## config.mk

```make
export PLATFORM = sky130hd
export DESIGN_NAME = mem_arbiter
export DESIGN_NICKNAME = d
export VERILOG_FILES = /design/src/rtl/mem_arb_pkg.sv /design/src/rtl/mem_arb_fair_ctr.sv /design/src/rtl/mem_arbiter.sv
export SDC_FILE = /design/constraint.sdc
export NUM_CORES = 1
export LEC_CHECK = 0
export CAP_MARGIN = 10
export CELL_PAD_IN_SITES_DETAIL_PLACEMENT = 1
export CELL_PAD_IN_SITES_GLOBAL_PLACEMENT = 1
export CORE_MARGIN = 1
export CORE_UTILIZATION = 10
export DETAILED_ROUTE_END_ITERATION = 10
export GPL_TIMING_DRIVEN = 0
export PLACE_DENSITY_LB_ADDON = 0.15
export SYNTH_ARGS = -nofsm -noshare
export SYNTH_HDL_FRONTEND = slang
export SYNTH_SLANG_ARGS = --single-unit
```

## constraint.sdc

```tcl
create_clock -name clk -period 2 [get_ports clk]
set_clock_uncertainty 0.2 [all_clocks]
set_input_delay 0.3 -clock clk [delete_from_list [all_inputs] [get_ports clk]]
set_output_delay 0.3 -clock clk [all_outputs]
set_load 0.05 [all_outputs]
```

## src/rtl/mem_arb_pkg.sv

```systemverilog
// Shared types and default widths for the instruction/data memory arbiter.
package mem_arb_pkg;

  localparam int DEF_AW = 32;
  localparam int DEF_DW = 32;

  typedef enum logic [1:0] {
    IDLE   = 2'd0,
    BUSY_F = 2'd1,
    BUSY_D = 2'd2
  } arb_state_t;

  typedef enum logic [1:0] {
    GNT_NONE = 2'd0,
    GNT_F    = 2'd1,
    GNT_D    = 2'd2
  } grant_t;

endpackage

```

## src/rtl/mem_arb_fair_ctr.sv

```systemverilog
// Starvation guard: counts back-to-back data grants taken while a fetch waits
// and forces a fetch grant once the burst limit is reached.
module mem_arb_fair_ctr #(
  parameter int MAX_DATA_BURST = 4
) (
  input  logic clk,
  input  logic rst,
  input  logic f_req,
  input  logic grant_f,
  input  logic grant_d,
  output logic force_f
);

  localparam int CW = $clog2(MAX_DATA_BURST + 1);
  localparam logic [CW-1:0] MAX_CNT = CW'(MAX_DATA_BURST);

  logic [CW-1:0] dcnt_q;
  logic [CW-1:0] dcnt_d;

  always_comb begin
    dcnt_d = dcnt_q;
    if (grant_f) begin
      dcnt_d = '0;
    end else if (grant_d) begin
      if (!f_req) begin
        dcnt_d = '0;
      end else if (dcnt_q != MAX_CNT) begin
        dcnt_d = dcnt_q + CW'(1);
      end
    end
  end

  always_ff @(posedge clk) begin
    if (rst) begin
      dcnt_q <= '0;
    end else begin
      dcnt_q <= dcnt_d;
    end
  end

  assign force_f = f_req && (dcnt_q == MAX_CNT);

endmodule

```

## src/rtl/mem_arbiter.sv

```systemverilog
// Arbitrates one synchronous-read memory between fetch and load/store ports.
// Optional fetch-starvation guard enabled by defining MEM_ARB_FAIR_EN.
module mem_arbiter
  import mem_arb_pkg::*;
#(
  parameter int AW             = DEF_AW,
  parameter int DW             = DEF_DW,
  parameter int MAX_DATA_BURST = 4
) (
  input  logic          clk,
  input  logic          rst,
  input  logic          f_req,
  input  logic [AW-1:0] f_addr,
  output logic          f_ack,
  output logic [DW-1:0] f_rdata,
  input  logic          d_req,
  input  logic          d_we,
  input  logic [AW-1:0] d_addr,
  input  logic [DW-1:0] d_wdata,
  output logic          d_ack,
  output logic [DW-1:0] d_rdata,
  output logic          mem_en,
  output logic          mem_we,
  output logic [AW-1:0] mem_addr,
  output logic [DW-1:0] mem_wdata,
  input  logic [DW-1:0] mem_rdata,
  output logic          busy
);

  arb_state_t state_q, state_d;
  logic       dwe_q, dwe_d;
  grant_t     grant;
  logic       grant_f, grant_d;
  logic       force_f;

`ifdef MEM_ARB_FAIR_EN
  mem_arb_fair_ctr #(
    .MAX_DATA_BURST(MAX_DATA_BURST)
  ) u_fair_ctr (
    .clk    (clk),
    .rst    (rst),
    .f_req  (f_req),
    .grant_f(grant_f),
    .grant_d(grant_d),
    .force_f(force_f)
  );
`else
  logic burst_unused;
  assign burst_unused = (MAX_DATA_BURST >= 1);
  assign force_f = 1'b0;
`endif

  // Grants are only made from IDLE; reset suppresses any issue that cycle.
  always_comb begin
    grant = GNT_NONE;
    if (state_q == IDLE && !rst) begin
      if (d_req && !force_f) begin
        grant = GNT_D;
      end else if (f_req) begin
        grant = GNT_F;
      end
    end
  end

  assign grant_f = (grant == GNT_F);
  assign grant_d = (grant == GNT_D);

  always_comb begin
    state_d = IDLE;
    dwe_d   = dwe_q;
    case (grant)
      GNT_F:   state_d = BUSY_F;
      GNT_D: begin
        state_d = BUSY_D;
        dwe_d   = d_we;
      end
      default: state_d = IDLE;
    endcase
  end

  always_ff @(posedge clk) begin
    if (rst) begin
      state_q <= IDLE;
      dwe_q   <= 1'b0;
    end else begin
      state_q <= state_d;
      dwe_q   <= dwe_d;
    end
  end

  always_comb begin
    mem_en    = grant_f || grant_d;
    mem_we    = grant_d && d_we;
    mem_addr  = '0;
    mem_wdata = '0;
    if (grant_d) begin
      mem_addr = d_addr;
    end else if (grant_f) begin
      mem_addr = f_addr;
    end
    if (mem_we) begin
      mem_wdata = d_wdata;
    end
  end

  // Ack cycle: memory read data passes straight through; a reset here kills the ack.
  always_comb begin
    f_ack   = (state_q == BUSY_F) && !rst;
    d_ack   = (state_q == BUSY_D) && !rst;
    f_rdata = f_ack ? mem_rdata : '0;
    d_rdata = (d_ack && !dwe_q) ? mem_rdata : '0;
  end

  assign busy = (state_q != IDLE);

endmodule

```

Yosys cells after proc, flatten, opt, wreduce, memory -nomap -nowiden:

Index checks and enable logic that the tools add are counted.

* reductions and logical operators: 10
* eq/ne operators: 4
* multiplexer cells: 9

Operators by type and width (number)
* $mux 32: 5
* $logic_and 1x1->1: 5
* $eq 2x1->1 const B: 2
* $eq 2x2->1 const B: 2
* $mux 2: 2
* $pmux 2 s2: 1
* $logic_not 1->1: 2
* $logic_not 2->1: 1
* $reduce_bool 2->1: 1
* $logic_or 1x1->1: 1
* $mux 1: 1

* output and inout port bits: 133
* word-level logic and storage cells: 25
* register bits: 3

Logic depth before layout (Yosys ltp):

* depth in word-level cells: 6
* gate-level depth with buffers: 6
* gate-level depth less buffers: 5

Worst setup path after synthesis:

No wires, ideal clock.

* kind: register to output
* start point: register state_q[1]
* end point: output port mem_addr[30]
* data required time: 1500 ps
* path buffers: 1
* arrival time: 2270 ps
* cell stages (with the launch flop): 6
* slack: -770 ps
* cell sequence: dfxtp_1 > nor3_1 > nand3b_1 > ha_1 > clkbuf_1 > o21ai_0

* cells in the longest elaborated chain, start to end: 6

RTL lines
* start: declaration: RTL line mem_arbiter.sv:30 `arb_state_t state_q, state_d;`
* start signal: assignment: RTL line mem_arbiter.sv:86 `state_q <= state_d;`
* $logic_not 2->1 (*): RTL line mem_arbiter.sv:56 `if (state_q == IDLE && !rst) begin`
* $logic_and 1x1->1 (*): RTL line mem_arbiter.sv:56
* $mux 2 (*): RTL line mem_arbiter.sv:56
* $eq 2x1->1: RTL line mem_arbiter.sv:65 `assign grant_f = (grant == GNT_F);`
* $mux 32: RTL line mem_arbiter.sv:98 `end else if (grant_f) begin`
* $mux 32 (*): RTL line mem_arbiter.sv:96 `if (grant_d) begin`
* end: declaration: RTL line mem_arbiter.sv:24 `output logic [AW-1:0] mem_addr,`

Mark *: on every way between the ends. The rest lies on a longest branch, timed or not.

Worst setup path after layout:

* start point: register state_q[1]
* end point: output port mem_addr[25]

Same word-level chain as after synthesis.

==> tab_implementation.tex <==
\begin{tabular}{lr}
\hline
Metric & Value \\
\hline
\multicolumn{2}{l}{\textbf{Status}} \\
\quad Result of the run & complete, but fails checks \\
\quad Failing checks & setup timing \\
\multicolumn{2}{l}{\textbf{Clock network}} \\
\quad \# H-tree levels & 1 \\
\quad CTS buffer count & 3 \\
\quad Number of sinks driven by the clock tree & 3 \\
\quad CTS tree & done \\
\quad Clock root buffer & clkbuf\_16 \\
\quad Clk\_lat worst skew & 0.22 ns \\
\quad Maximum buffer depth of the clock tree & 2 \\
\quad CTS clock-pin slew for the worst setup and hold paths & 0.03 ns \\
\multicolumn{2}{l}{\textbf{Die}} \\
\quad Chip Width & around 110 um \\
\quad Overall die area & 12900 um\^{}2 \\
\quad Core Area & 12100 um\^{}2 \\
\quad Num ports & 266 \\
\quad Starting Density & 10.3\% \\
\quad Std cell rows & 40 \\
\quad Die height & 114 um \\
\multicolumn{2}{l}{\textbf{Timing}} \\
\quad Minimum clock period & 2.43 ns \\
\quad Minimum setup slack in the final design & -0.427 ns \\
\quad Final max-slew violation count & 0 \\
\quad Setup repair after global routing missed its margin & true \\
\quad Actual transition at the worst max-transition pin & $\sim$0.53 ns \\
\quad Max-slew headroom at the worst pin & approximately 64\% \\
\quad Final setup violation count & roughly 120 \\
\quad Highest attainable clock frequency & $\sim$410 MHz \\
\quad Fin. Hold Viols & 0 \\
\quad Period utilization & 121\% \\
\multicolumn{2}{l}{\textbf{Drt}} \\
\quad Met2 Routed Length & 5830 um \\
\quad Routed length per instance & 16.2 um \\
\quad Vias per cell & 4.05 \\
\quad Via count of the routed design & 2576 \\
\quad Met3 routed WL & 1190 um \\
\quad ANT nets after route & 0 \\
\quad Top routing layer in use & met4 \\
\quad Drc violations & 0 \\
\quad 1st-pass router iterations & 3 \\
\quad Iteration-0 DRC Markers & 33 \\
\quad Total Wirelength & 10300 um \\
\quad Met1 layer wirelength in the final routing & 3200 um \\
\multicolumn{2}{l}{\textbf{Global routing}} \\
\quad Total congestion overflow & 0 \\
\quad Global-route wire length before repair & 14100 um \\
\quad Maximum number of pins on one net before global-route repair & 11 \\
\quad Number of global-route vias before repair & 2664 \\
\quad Overall global routing resource usage & 14.0\% \\
\quad Number of antenna violations at the first check in global routing & 0 \\
\multicolumn{2}{l}{\textbf{Critical path}} \\
\quad CP max FO & 6 \\
\quad Critical path class & flip-flop to output pin \\
\quad CP delay by family, top & simple AND/OR/NAND/NOR gates \\
\quad Cells traversed along the worst timing path & nor3\_4, and2\_4, ha\_4, nor2b\_4, buf\_12, clkbuf\_16, a22o\_4, buf\_8 \\
\quad Worst endpoint required time & around 1.5 ns \\
\quad Reg2reg start & state\_q[1]\$\_SDFF\_PP0\_ \\
\quad Worst path bufs/invs & 3 \\
\quad Slowest stage delay, CP & 0.35 ns \\
\quad CP Capture Type & output pin \\
\quad Worst reg2reg path depth & 5 \\
\quad Kind of launch point of the worst setup path & flip-flop \\
\quad Reg2Reg Setup Slack & 0.35 ns \\
\quad Arrival time of the worst setup path & between 1.5 and 2 ns \\
\quad RR Endpoint & state\_q[1]\$\_SDFF\_PP0\_ \\
\quad CP max stage cell & dfxtp\_4 \\
\multicolumn{2}{l}{\textbf{Synth}} \\
\quad Count of flip-flops with a built-in enable after synthesis & 0 \\
\quad Avg Inst Size Synth & 7.26 um\^{}2 \\
\quad Sequential area share after synthesis & 4.81\% \\
\quad Area of the mapped netlist & around 1200 um\^{}2 \\
\quad Yosys top cell area share & 21.7\% \\
\quad Share of synthesized registers carrying an async set or reset & 0\% \\
\quad Register bit total from synthesis & 3 \\
\quad Mapped Cells & 172 \\
\quad Primary FF master, synth & dfxtp\_1 \\
\quad Post-synthesis cell type with the largest combined area & a22o\_1 \\
\quad Yosys warning count & 0 \\
\quad Cells taking the most area after synthesis & a22o\_1 22\%, and2\_1 19\%, and2\_2 17\% \\
\quad Leading cell types by count after synthesis & 38 x and2\_1, 32 x and3\_1, 31 x a22o\_1 \\
\quad Cell with the most instances after synthesis & and2\_1 \\
\quad Cell variety after synth & 23 \\
\quad Synth Net Count & 309 \\
\multicolumn{2}{l}{\textbf{Hold path}} \\
\quad Cell depth of the worst hold path & 2 \\
\quad Min-Delay Path Class & primary input to flip-flop \\
\quad Origin of the worst min-delay path & rst \\
\quad Worst Hold Path EP & state\_q[0]\$\_SDFF\_PP0\_ \\
\multicolumn{2}{l}{\textbf{Finish}} \\
\quad Net count, final & 606 \\
\quad Core Util, Final & 45.9\% \\
\quad Proportion of layout cells with a drive suffix above 1 & 67.7\% \\
\quad Antenna diode count & 0 \\
\quad Synth-to-Final Area Change & 346\% \\
\multicolumn{2}{l}{\textbf{Power}} \\
\quad Design Power & 1.46 mW \\
\quad Static Leakage & 2.55 nW \\
\quad Power per cell area & approximately 260 nW/um\^{}2 \\
\quad Worst vdd ir & 0.141 mV \\
\multicolumn{2}{l}{\textbf{Place}} \\
\quad Number of port buffers & $\sim$270 \\
\quad Estimated wirelength of the detail-placed design & 8150 um \\
\quad Final Wtd Congestion & 0.727 \\
\multicolumn{2}{l}{\textbf{Flow run}} \\
\quad Max cap viols & 0 \\
\hline
\end{tabular}
## where the power goes
part / internal (mW) / leakage, nW / switching (mW)
Sequential: 0.0610 / 0.0259 / 0.00309
Combinational: 0.577 / 2.49 / 0.501
Clock: 0.263 / 0.0382 / 0.0520
## sequential cells by signal, summed over array words and instances (netlist names)
name     flops
dwe_q        1
state_q      2
## worst register-to-register path, cell delays in order (launching register included)
cell	delay (ns)
dfxtp_4	0.35
nor3_4	0.25
nand3b_1	0.18
ha_4	0.23
clkbuf_4	0.19
nor2b_1	0.14
## cell families after synthesis
| family | share of synthesized area, % |
|---|---|
| adder cells (fa/ha/maj) | 4.01 |
| multiplexers | 0.802 |
| flip-flops | 4.81 |
| buffers and inverters | 7.41 |
| AND/OR/NAND/NOR | 60.8 |
| AO/OA/AOI/OAI | 22.1 |
## per-stage QoR
stage          area (um^2)  hold slack [ns]  setup TNS, ns  cells  setup slack (ns)
3_5_place_dp          4580            0.349        -171.51    605             -1.70
4_1_cts               4770            0.208         -41.64    616            -0.479
6_report              5560            0.205         -28.14    636            -0.427
3_3_place_gp          4580            0.344        -169.16    605             -1.69
5_1_grt               5560            0.223         -37.03    636            -0.509
2_1_floorplan         1720            0.164         -0.274    172           -0.0125
## how the worst max path moves through the flow
stage,start,to,slack [ns],depth (start not counted)
floorplan,state_q[0]$_SDFF_PP0_,mem_addr[30],-0.01,5
global placement,rst,mem_addr[10],-1.69,8
detailed placement,rst,mem_addr[10],-1.70,8
CTS,state_q[0]$_SDFF_PP0_,mem_addr[10],-0.48,8
global route,state_q[1]$_SDFF_PP0_,mem_addr[22],-0.51,7
finish,state_q[1]$_SDFF_PP0_,mem_addr[25],-0.43,8
## cell usage in the layout, fill, tap and decap left out, drive strengths merged
cell type and n:
dfxtp 3, and3 32, and3b 1, clkdlybuf4s50 130
o21ai 1, nand3b 1, nand2 3, nor2b 3
a22o 31, ha 4, dlymetal6s2s 3, inv 1
nor3 1, mux2i 1, and2 66, buf 171
or2 1, clkbuf 11, nor2 1, nor3b 2
nor4b 1
## repair_timing
item	CTS	global route
endpoints found under the setup margin	135	132
setup buffers	6	17
pin swaps	2	24
cloned	1	6
gates resized for setup	687	421
hold buffers	0	0
## area by class of cell
class / count / area, um^2
Multi-Input combinational cell: 149 / 1680
Buffer: 17 / 210
Fill cell: 1334 / 6550
Tap cell: 168 / 210
Inverter: 1 / 3.75
Clock buffer: 4 / 78.8
Sequential cell: 3 / 67.6
Timing Repair Buffer: 294 / 3320
## routing by layer
| layer | up-vias | global-route usage (%) |
|---|---|---|
| met5 | - | 0 |
| li1 | 1200 | - |
| met2 | 159 | 28.5 |
| met3 | 4 | 5.90 |
| met1 | 1213 | 12.7 |
| met4 | 0 | 2.63 |
Power figures use the tool's default switching activity.
